**src/rtl/emd_pkg.sv**
```systemverilog
// Shared types and defaults for the EMD sifting path: sample type, direction
// enum and default index/counter widths.
package emd_pkg;

    localparam int SAMPLE_W  = 16;
    localparam int DEF_IDX_W = 12;
    localparam int DEF_CNT_W = 10;

    typedef logic signed [SAMPLE_W-1:0] sample_t;

    typedef enum logic [1:0] {
        DIR_IDLE,
        DIR_UP,
        DIR_DOWN
    } dir_t;

    // One bit wider than a sample so the subtraction can never overflow.
    function automatic logic signed [SAMPLE_W:0] wide_diff(input sample_t a, input sample_t b);
        return {a[SAMPLE_W-1], a} - {b[SAMPLE_W-1], b};
    endfunction

endpackage

```
**src/rtl/sat_counter.sv**
```systemverilog
// Saturating up-counter with synchronous clear; clear wins over increment.
module sat_counter #(
    parameter int W = 10
) (
    input  logic         clk,
    input  logic         rst_n,
    input  logic         clr,
    input  logic         inc,
    output logic [W-1:0] cnt
);

    logic [W-1:0] cnt_q;
    logic [W-1:0] cnt_d;

    always_comb begin
        cnt_d = cnt_q;
        if (clr) begin
            cnt_d = '0;
        end else if (inc && (cnt_q != {W{1'b1}})) begin
            cnt_d = cnt_q + W'(1);
        end
    end

    always_ff @(posedge clk or negedge rst_n) begin
        if (!rst_n) begin
            cnt_q <= '0;
        end else begin
            cnt_q <= cnt_d;
        end
    end

    assign cnt = cnt_q;

endmodule

```
**src/rtl/extrema_detect.sv**
```systemverilog
// Streaming local-extremum detector: strobes value/index of each local max/min
// and counts them per frame. EXTREMA_PLATEAU_EN reports flat runs as one extremum.
module extrema_detect
    import emd_pkg::*;
#(
    parameter int IDX_W = DEF_IDX_W,
    parameter int CNT_W = DEF_CNT_W
) (
    input  logic             CLK,
    input  logic             RST_N,
    input  sample_t          Xin,
    input  logic             Xin_VALID,
    input  logic             SOF,
    output logic             MAX_VALID,
    output sample_t          MAX_VAL,
    output logic [IDX_W-1:0] MAX_IDX,
    output logic             MIN_VALID,
    output sample_t          MIN_VAL,
    output logic [IDX_W-1:0] MIN_IDX,
    output logic [CNT_W-1:0] N_MAX,
    output logic [CNT_W-1:0] N_MIN,
    output dir_t             DIR_DBG
);

    dir_t             dir_q,       dir_d;
    sample_t          prev_q,      prev_d;
    sample_t          cand_val_q,  cand_val_d;
    logic [IDX_W-1:0] cand_idx_q,  cand_idx_d;
    logic [IDX_W-1:0] idx_q,       idx_d;
    logic             first_q,     first_d;
    logic             max_valid_q, max_valid_d;
    sample_t          max_val_q,   max_val_d;
    logic [IDX_W-1:0] max_idx_q,   max_idx_d;
    logic             min_valid_q, min_valid_d;
    sample_t          min_val_q,   min_val_d;
    logic [IDX_W-1:0] min_idx_q,   min_idx_d;

    logic signed [SAMPLE_W:0] diff;
    logic                     d_zero;
    logic                     d_neg;
    logic                     d_pos;
    logic                     is_first;

    assign diff     = wide_diff(Xin, prev_q);
    assign d_zero   = (diff == '0);
    assign d_neg    = diff[SAMPLE_W];
    assign d_pos    = !d_neg && !d_zero;
    assign is_first = first_q || SOF;

    always_comb begin
        dir_d       = dir_q;
        prev_d      = prev_q;
        cand_val_d  = cand_val_q;
        cand_idx_d  = cand_idx_q;
        idx_d       = idx_q;
        first_d     = first_q;
        max_valid_d = 1'b0;
        max_val_d   = max_val_q;
        max_idx_d   = max_idx_q;
        min_valid_d = 1'b0;
        min_val_d   = min_val_q;
        min_idx_d   = min_idx_q;

        if (Xin_VALID) begin
            prev_d  = Xin;
            first_d = 1'b0;
            if (is_first) begin
                // Any candidate left over from the previous frame is dropped here.
                dir_d      = DIR_IDLE;
                cand_val_d = Xin;
                cand_idx_d = '0;
                idx_d      = IDX_W'(1);
            end else begin
                idx_d = idx_q + IDX_W'(1);
                if (d_pos) begin
                    if (dir_q == DIR_DOWN) begin
                        min_valid_d = 1'b1;
                        min_val_d   = cand_val_q;
                        min_idx_d   = cand_idx_q;
                    end
                    dir_d      = DIR_UP;
                    cand_val_d = Xin;
                    cand_idx_d = idx_q;
                end else if (d_neg) begin
                    if (dir_q == DIR_UP) begin
                        max_valid_d = 1'b1;
                        max_val_d   = cand_val_q;
                        max_idx_d   = cand_idx_q;
                    end
                    dir_d      = DIR_DOWN;
                    cand_val_d = Xin;
                    cand_idx_d = idx_q;
                end else begin
`ifdef EXTREMA_PLATEAU_EN
                    // Hold direction and candidate so the run reports at its first sample.
                    dir_d      = dir_q;
`else
                    dir_d      = DIR_IDLE;
                    cand_val_d = Xin;
                    cand_idx_d = idx_q;
`endif
                end
            end
        end
    end

    always_ff @(posedge CLK or negedge RST_N) begin
        if (!RST_N) begin
            dir_q       <= DIR_IDLE;
            prev_q      <= '0;
            cand_val_q  <= '0;
            cand_idx_q  <= '0;
            idx_q       <= '0;
            first_q     <= 1'b1;
            max_valid_q <= 1'b0;
            max_val_q   <= '0;
            max_idx_q   <= '0;
            min_valid_q <= 1'b0;
            min_val_q   <= '0;
            min_idx_q   <= '0;
        end else begin
            dir_q       <= dir_d;
            prev_q      <= prev_d;
            cand_val_q  <= cand_val_d;
            cand_idx_q  <= cand_idx_d;
            idx_q       <= idx_d;
            first_q     <= first_d;
            max_valid_q <= max_valid_d;
            max_val_q   <= max_val_d;
            max_idx_q   <= max_idx_d;
            min_valid_q <= min_valid_d;
            min_val_q   <= min_val_d;
            min_idx_q   <= min_idx_d;
        end
    end

    sat_counter #(.W(CNT_W)) u_cnt_max (
        .clk   (CLK),
        .rst_n (RST_N),
        .clr   (Xin_VALID && SOF),
        .inc   (max_valid_d),
        .cnt   (N_MAX)
    );

    sat_counter #(.W(CNT_W)) u_cnt_min (
        .clk   (CLK),
        .rst_n (RST_N),
        .clr   (Xin_VALID && SOF),
        .inc   (min_valid_d),
        .cnt   (N_MIN)
    );

    assign MAX_VALID = max_valid_q;
    assign MAX_VAL   = max_val_q;
    assign MAX_IDX   = max_idx_q;
    assign MIN_VALID = min_valid_q;
    assign MIN_VAL   = min_val_q;
    assign MIN_IDX   = min_idx_q;
    assign DIR_DBG   = dir_q;

endmodule
```
**config.mk**
```make
export PLATFORM = sky130hd
export DESIGN_NAME = extrema_detect
export DESIGN_NICKNAME = d
export VERILOG_FILES = /design/src/rtl/emd_pkg.sv /design/src/rtl/sat_counter.sv /design/src/rtl/extrema_detect.sv
export SDC_FILE = /design/constraint.sdc
export NUM_CORES = 1
export LEC_CHECK = 0
export CORE_AREA = 4 4 105 206
export CTS_CLUSTER_SIZE = 40
export DETAILED_ROUTE_END_ITERATION = 16
export DIE_AREA = 0 0 109 210
export GPL_TIMING_DRIVEN = 0
export MAX_ROUTING_LAYER = met4
export SLEW_MARGIN = 40
export SYNTH_ARGS = -nofsm -noshare
export SYNTH_HDL_FRONTEND = slang
export SYNTH_HIERARCHICAL = 1
export SYNTH_SLANG_ARGS = --single-unit
```
**constraint.sdc**
```tcl
create_clock -name CLK -period 4.4 [get_ports CLK]
set_clock_uncertainty 0.15 [all_clocks]
set_input_delay 0.88 -clock CLK [delete_from_list [all_inputs] [get_ports CLK]]
set_output_delay 0.88 -clock CLK [all_outputs]
set_load 0.05 [all_outputs]
```
==> metrics.md, run 1 <==
| Metric | Value |
|---|---|
| Outcome | finished, final reports clean |
| Hold Path Class | in -> async |
| Mapped Avg Cell Area | 10.1 sq um |
| Via count | 4851 |
| I/O Pins | 100 |
| Wire length on met2 | 9.03 mm |
| Reg2reg path depth | 16 |
| Slew Viols, Final | 0 |
| Initial antenna violation count | 0 |
| Post-DRT Antenna Nets | 0 |
| Final net count | 754 |
| Yosys reg bits | 121 |
| VDD IR-drop max | 0.222 mV |
| CP required | 4570 ps |
| Post-synthesis cell count | 587 |
| TritonCTS buffer count | 17 |
| Setup-failing EPs final | 0 |
| Hold WS | 228 ps |
| Sum of negative setup slack | 0 ps |
| Initial core utilization | 29.7% |
| Internal power | 0.00255 W |
| Max cap viols | 0 |
| Final Cycle Share | 97.3% |
| Vias per cell | 4.90 |
| Gp weighted congestion | 0.895 |
| Hold Vio Cnt, Final | 0 |
| Critical Path Source Type | input pin |
| Hold Buf Count CTS | 0 |
| Crit Path Max Fanout | 10 |
| Layout cells sized above 1 | 15.0% |
| Clk buf depth | 2 |
| CTS root buf | clkbuf_16 |
| Crit path time final | 4280 ps |
| Drt pass-1 iters | 4 |
| Largest net degree at the start of global routing | 70 |
| Chip Height | 210 microns |
| Synth area leader | dfrtp_1 |
| Gr ovfl total | 0 |
| Sw Ratio | 37.4% |
| Final Core Density | 39.9% |
| Power Total | 0.00407 W |
| Critical path arrival | 4450 ps |
| Antenna Diode Count | 0 |
| Switch Pwr | 0.00152 W |
| Sequential share of power | 34.3% |
| DPL Wire Length | 12.3 mm |
| Number of synthesized flops with an enable pin | 0 |
| Clock transition at the registers of the reported paths | 60 ps |
| Post-Syn Area | 5940 sq um |
| Area share of the largest cell type after synthesis | 50.6% |
| Slew at the pin with the worst max-slew slack | 655 ps |
| Total track usage | 15.5% |
| Die area | 22900 sq um |
| Highest routed layer | met4 |
| Vias in the first global route | 5148 |
| Leakage power | 3.44 nW |
| H-Tree Depth | 4 |
| Clock Sink Count | 121 |
| Area Growth Syn to Fin | 34.5% |
| I/O Buffers | 99 |
| Async S/R FF share, synth | 100% |
| Wire length of the first global-routing pass | 26.7 mm |
| Core box area | 20000 sq um |
| Post-synth top flop | dfrtp_1 |
| Unrepaired setup endpoints after global routing | true |
| Met3 wire len | 497 microns |
| Avg WL per Cell | 16.3 microns |
| Worst setup EP type | flip-flop |
| DRC errors left | 0 |
| Synth warn | 6 |
| Std-Cell Rows | 73 |
| Sequential area share after synthesis | 51.0% |
| PwrDens | 510 nW/um^2 |
| Comb pwr share | 33.6% |
| Yosys cell types | 66 |
| Rel. slew slack | 56.3% |
| Met1 Routed Length | 6.02 mm |
| Die width | 109 microns |
| DRT iter0 DRCs | 209 |
| Worst skew pair latency | 420 ps |
| Clk pwr share | 32.1% |
| Ranking of synthesized cells by area | dfrtp_1 (51%), o21ai_0 (5.8%), nand2_1 (5.3%) |
| Final WL | 16.1 mm |
| Post-synth net total | 627 |
| CTS tree | yes |
| WS Path Type | in -> reg |
| Fmax | 0.234 GHz |
[registers in the layout, indices dropped and copies added, names as in the netlist]
name	flops
MAX_IDX	12
u_cnt_min/cnt	10
u_cnt_max/cnt	10
MIN_VALID	1
idx_q	12
MAX_VALID	1
DIR_DBG	2
MIN_VAL	16
cand_idx_q	12
first_q	1
MIN_IDX	12
cand_val_q	16
MAX_VAL	16
[final timing paths]
kind	startpoint	end	slack (ps)
min	RST_N	MIN_VAL[6]	230
min reg2reg	MAX_IDX[2]	MAX_IDX[2]	330
max	Xin[2]	u_cnt_min/cnt[6]	120
max reg2reg	cand_val_q[0]	u_cnt_min/cnt[7]	630
max in group asynchronous	RST_N	first_q	3150
min in group CLK	MAX_IDX[2]	MAX_IDX[2]	330
[power by group through the flow]
stage | Clock [W] | Combinational (W) | Sequential, W
6_report | 0.00131 | 0.00137 | 0.00140
5_1_grt | 0.00139 | 0.00146 | 0.00142
4_1_cts | 0.00134 | 0.00138 | 0.00140
3_5_place_dp | 0 | 0.00135 | 0.00142
3_3_place_gp | 0 | 0.00134 | 0.00142
2_1_floorplan | 0 | 0.000352 | 0.00193
[stage by stage]
stage	setup slack, ps	instances	area [sq um]
finish	120	989	7990
CTS	20.1	989	7960
detailed placement	-879	949	7290
global route	-14.1	989	7990
floorplan	157	587	5940
global placement	-2670	948	7250
[cell usage in the layout (no fill, tap or decap), types with 4 or more instances in the layout]
| master | n |
|---|---|
| dfrtp_1 | 120 |
| clkdlybuf4s50_1 | 97 |
| nand2_1 | 84 |
| o21ai_0 | 69 |
| inv_1 | 40 |
| nor2_1 | 24 |
| mux2_2 | 21 |
| a21oi_1 | 19 |
| clkbuf_16 | 17 |
| nand3_1 | 16 |
| clkbuf_1 | 15 |
| ha_1 | 14 |
| nor3_1 | 11 |
| and3_1 | 9 |
| mux2_4 | 9 |
| buf_4 | 9 |
| nor2b_1 | 6 |
| a31oi_1 | 6 |
| o21a_1 | 5 |
| and4_1 | 5 |
| mux2i_1 | 5 |
| clkinvlp_4 | 5 |
| xor2_1 | 5 |
| clkinv_2 | 5 |
| buf_2 | 4 |
| nand4_1 | 4 |
| o22ai_1 | 4 |
| xnor2_1 | 4 |
| a21o_1 | 4 |
| a211oi_1 | 4 |
| ha_2 | 4 |
| o31ai_1 | 4 |
| or4_1 | 4 |
[layout make-up]
cell class	instances	area, sq um
Fill cell	1963	12000
Inverter	42	161
Clock inverter	15	129
Sequential cell	121	3030
Clock buffer	17	425
Buffer	23	120
Tap cell	262	328
Timing Repair Buffer	108	1080
Multi-Input combinational cell	401	2710
[metal layers]
metal | GRT usage [%] | vias to the layer above
li1 | - | 2342
met1 | 15.7 | 2356
met2 | 27.8 | 113
met3 | 2.67 | 40
met4 | 7.72 | 0
met5 | - | -
[synthesized netlist by cell type (all sizes together), types with 7 or more instances]
cell type and count:
inv 42, ha 19, dfrtp 120, a21oi 22, nand2 84, o21ai 73
nor2 24, and4 7, nor2b 7, nor3 11, a31oi 7, mux2 30
nand3 18, clkbuf 17, and3 9
[cell families (layout without fill, tap and decap cells)]
kind of cell / count (synthesis) / in the layout / share of synthesized area, %
AOI/OAI and AO/OA: 154 / 154 / 16.3
xor gates and xnor gates: 9 / 9 / 1.33
adders and majority gates: 20 / 20 / 4.34
buffers and inverters: 65 / 205 / 4.64
DFF: 121 / 121 / 51.0
muxes: 35 / 35 / 7.10
and+or+nand+nor: 183 / 183 / 15.3
[critical path, stage by stage]
cell and delay, ps:
clkdlybuf4s50_1 510, ha_2 320, nor2b_4 150, o31ai_4 280
a21oi_4 110, buf_4 170, o41a_1 400, a211oi_2 250
nand4b_1 170, o21ai_2 180, buf_6 130, buf_12 140
clkinvlp_4 120, nand3_1 140, nor2_1 90, and4_1 190
nor3_1 200
[what timing repair did]
item / CTS / global route
pin swaps: 5 / 2
endpoints found under the setup margin: 10 / 6
setup buffers: 8 / 0
gates resized for setup: 13 / 10
(Power assumes the default switching activity.)
==> run 2, diff against run 1 <==
--- a/config.mk
+++ b/config.mk
@@ -6,6 +6,7 @@
 export NUM_CORES = 1
 export LEC_CHECK = 0
 export CORE_AREA = 4 4 105 206
+export CTS_BUF_LIST = sky130_fd_sc_hd__clkbuf_4
 export CTS_CLUSTER_SIZE = 40
 export DETAILED_ROUTE_END_ITERATION = 16
 export DIE_AREA = 0 0 109 210
==> constraint.sdc (replaced) <==
create_clock -name CLK -period 4.4 [get_ports CLK]
set_clock_uncertainty 0.15 [all_clocks]
set_input_delay 1.32 -clock CLK [delete_from_list [all_inputs] [get_ports CLK]]
set_output_delay 1.32 -clock CLK [all_outputs]
set_load 0.05 [all_outputs]
==> run 2 against run 1 <==
  * Sequential share of layout area rose by 0.65 points
  * Final area fell by 1.7%
  * Utilization fell by 0.67 points
  * Power fell by 13%
  * Count of clock-buffer cells in the layout did not move
  * Via count fell by 0.78%
  * Flip-flop and latch count did not move
  * Setup slack got worse by 61 ps
  * Non-clock buffer count fell by 3
  * Global-route usage fell by 0.14 points
  * Critical path type unchanged
  * Critical endpoint is now u_cnt_min/cnt[9]
  * Largest cell class unchanged
==> metrics.md, run 2 (same netlist as run 1, synthesis figures left out) <==
| Metric | Value |
|---|---|
| Outcome | finished, final reports clean |
| CTS root buf | clkbuf_4 |
| Post-route setup slack | 59.2 ps (-61.2 ps) |
| Vias per cell | 4.87 (-0.78%) |
| Avg WL per Cell | 16.2 microns (-0.46%) |
| Die width | 109 microns (unchanged) |
| Crit. Startpoint | Xin[9] |
| Via count | 4813 (-0.78%) |
| Setup WS pre-CTS | -1230 ps (-354 ps) |
| Filler instances | 1976 (+0.66%) |
| TritonCTS buffer count | 17 (unchanged) |
| Initial antenna violation count | 3 (+3) |
| CTS tree | yes |
| Leakage power | 3.37 nW (-2.2%) |
| VDD IR-drop max | 0.254 mV (+15%) |
| Hold Vio Cnt, Final | 0 (unchanged) |
| Slew at the pin with the worst max-slew slack | 621 ps (-34.7 ps) |
| Post-DRT Antenna Nets | 0 (unchanged) |
| Max cap viols | 0 (unchanged) |
| Gr ovfl total | 0 (unchanged) |
| Commonest non-fill, non-tap cell in the layout | dfrtp_1 |
| I/O Buffers | 99 (unchanged) |
| Layout cells sized above 1 | 17.0% (+2.0 points) |
| Hold Path Class | reg -> reg |
| Critical Path Source Type | input pin |
| Area Growth Syn to Fin | 32.3% |
| Hold Buf Count CTS | 0 (unchanged) |
| Fmax | 0.230 GHz (-1.4%) |
| Setup-failing EPs final | 0 (unchanged) |
| Wire length of the first global-routing pass | 26.5 mm (-0.52%) |
| Std-Cell Rows | 73 (unchanged) |
| CP required | 4720 ps (+150 ps) |
| I/O Pins | 100 (unchanged) |
| Drt pass-1 iters | 7 (+3) |
| Clock Sink Count | 121 (unchanged) |
| Clock transition at the registers of the reported paths | 130 ps (+70 ps) |
| Multi-input gate area in the final layout | 2840 sq um (+4.6%) |
| Final Cycle Share | 98.7% (+1.4 points) |
| Clk buf depth | 2 (unchanged) |
| Gp weighted congestion | 0.878 (-1.9%) |
| Total track usage | 15.3% (-0.14 points) |
| DRC errors left | 0 (unchanged) |
| Largest net degree at the start of global routing | 69 (-1.4%) |
| Most frequent cells in the layout | dfrtp_1 (120), clkdlybuf4s50_1 (93), nand2_1 (84) |
| Core box area | 20000 sq um (unchanged) |
| Final net count | 751 (-0.40%) |
| Vias in the first global route | 5116 (-0.62%) |
| Final WL | 16.1 mm (-0.46%) |
| Worst reg2reg startpoint | cand_val_q[1] |
| Critical path arrival | 4660 ps (+210 ps) |
| Worst setup EP type | flip-flop |
| Slew Viols, Final | 0 (unchanged) |
| Die area | 22900 sq um (unchanged) |
| Worst skew pair latency | 540 ps (+120 ps) |
| DPL Wire Length | 12.2 mm (-0.67%) |
| Crit Path Max Fanout | 10 (unchanged) |
| Worst hold start | first_q |
| WS Path Type | in -> reg |
| Chip Height | 210 microns (unchanged) |
| Initial core utilization | 29.7% (unchanged) |
| Rel. slew slack | 58.6% (+2.3 points) |
| PwrDens | 452 nW/um^2 (-11%) |
| DRT iter0 DRCs | 261 (+25%) |
| Sum of negative setup slack | 0 ps (unchanged) |
| Power Total | 0.00355 W (-13%) |
| Reg area | 3030 sq um (unchanged) |
| H-Tree Depth | 4 (unchanged) |
| Crit path time final | 4340 ps (+61.2 ps) |
run 2: cell types whose count changed in the layout (fill, tap and decap cells not counted), moves of 2 or more:
| cell | previous run | this run |
|---|---|---|
| dlymetal6s2s_1 | 0 | 4 |
| clkinv_2 | 5 | 1 |
| ha_1 | 14 | 11 |
| ha_4 | 1 | 5 |
| a21oi_1 | 19 | 15 |
| a21oi_4 | 1 | 4 |
| clkbuf_4 | 0 | 18 |
| buf_4 | 9 | 7 |
| diode_2 | 0 | 3 |
| clkdlybuf4s50_1 | 97 | 93 |
| clkbuf_16 | 17 | 0 |
| inv_6 | 2 | 4 |
| buf_2 | 4 | 2 |
run 2: metrics by stage:
stage | cells | area [sq um] | utilization (%) | hold WS (ps)
finish | 989 | 7850 | 39.3 | 344
global route | 989 | 7850 | 39.3 | 351
CTS | 985 | 7730 | 38.6 | 345
detailed placement | 949 | 7340 | 36.7 | 323
global placement | 948 | 7310 | 36.5 | 314
floorplan | 587 | 5990 | - | 316
run 2: per-layer routing:
layer / share of wire (%) / track usage (%)
met1: 38 / 15.7
met2: 56 / 27.4
met3: 3.3 / 2.82
met4: 2.8 / 7.59
met5: 0 / -
run 2: critical path, stage by stage:
cell	delay [ps]
clkdlybuf4s50_1	500
ha_2	340
a21oi_4	210
a21boi_2	230
a21bo_2	240
a31oi_1	130
nor4_1	80
nand4b_1	150
o21ai_2	80
buf_6	140
buf_12	140
inv_6	70
and4_4	260
nand3_4	100
or4_4	530
a21oi_2	120
run 2: power breakdown:
part	switching [W]	total, W	internal, W
sequential	0.000111	0.00139	0.00128
combinational	0.000889	0.00139	0.000504
clock	0.000475	0.000764	0.000288
run 2: worst paths after layout:
check / end / slack, ps / cells after the start
min in group asynchronous: MAX_VAL[7] / 530 / 1
hold / removal: first_q / 340 / 1
setup reg to reg: u_cnt_min/cnt[9] / 690 / 16
setup / recovery: u_cnt_min/cnt[9] / 60 / 16
hold reg to reg: first_q / 340 / 1
max in group asynchronous: idx_q[10] / 2840 / 2
run 2: timing repair:
item	CTS	global route
endpoints found under the setup margin	46	6
setup buffers	4	1
gates resized for setup	24	29
pin swaps	9	10
run 2: cell type report:
type                    instances  share of cell area, %
flip-flops and latches        121                   38.6
clock buffers                  17                   1.63
plain buffers                  23                   1.70
diodes                          3                 0.0956
multi-input cells             401                   36.1
well taps                     262                   4.17
inverters                      42                   2.23
repair buffers                105                   13.6
clock inverters                15                   1.83
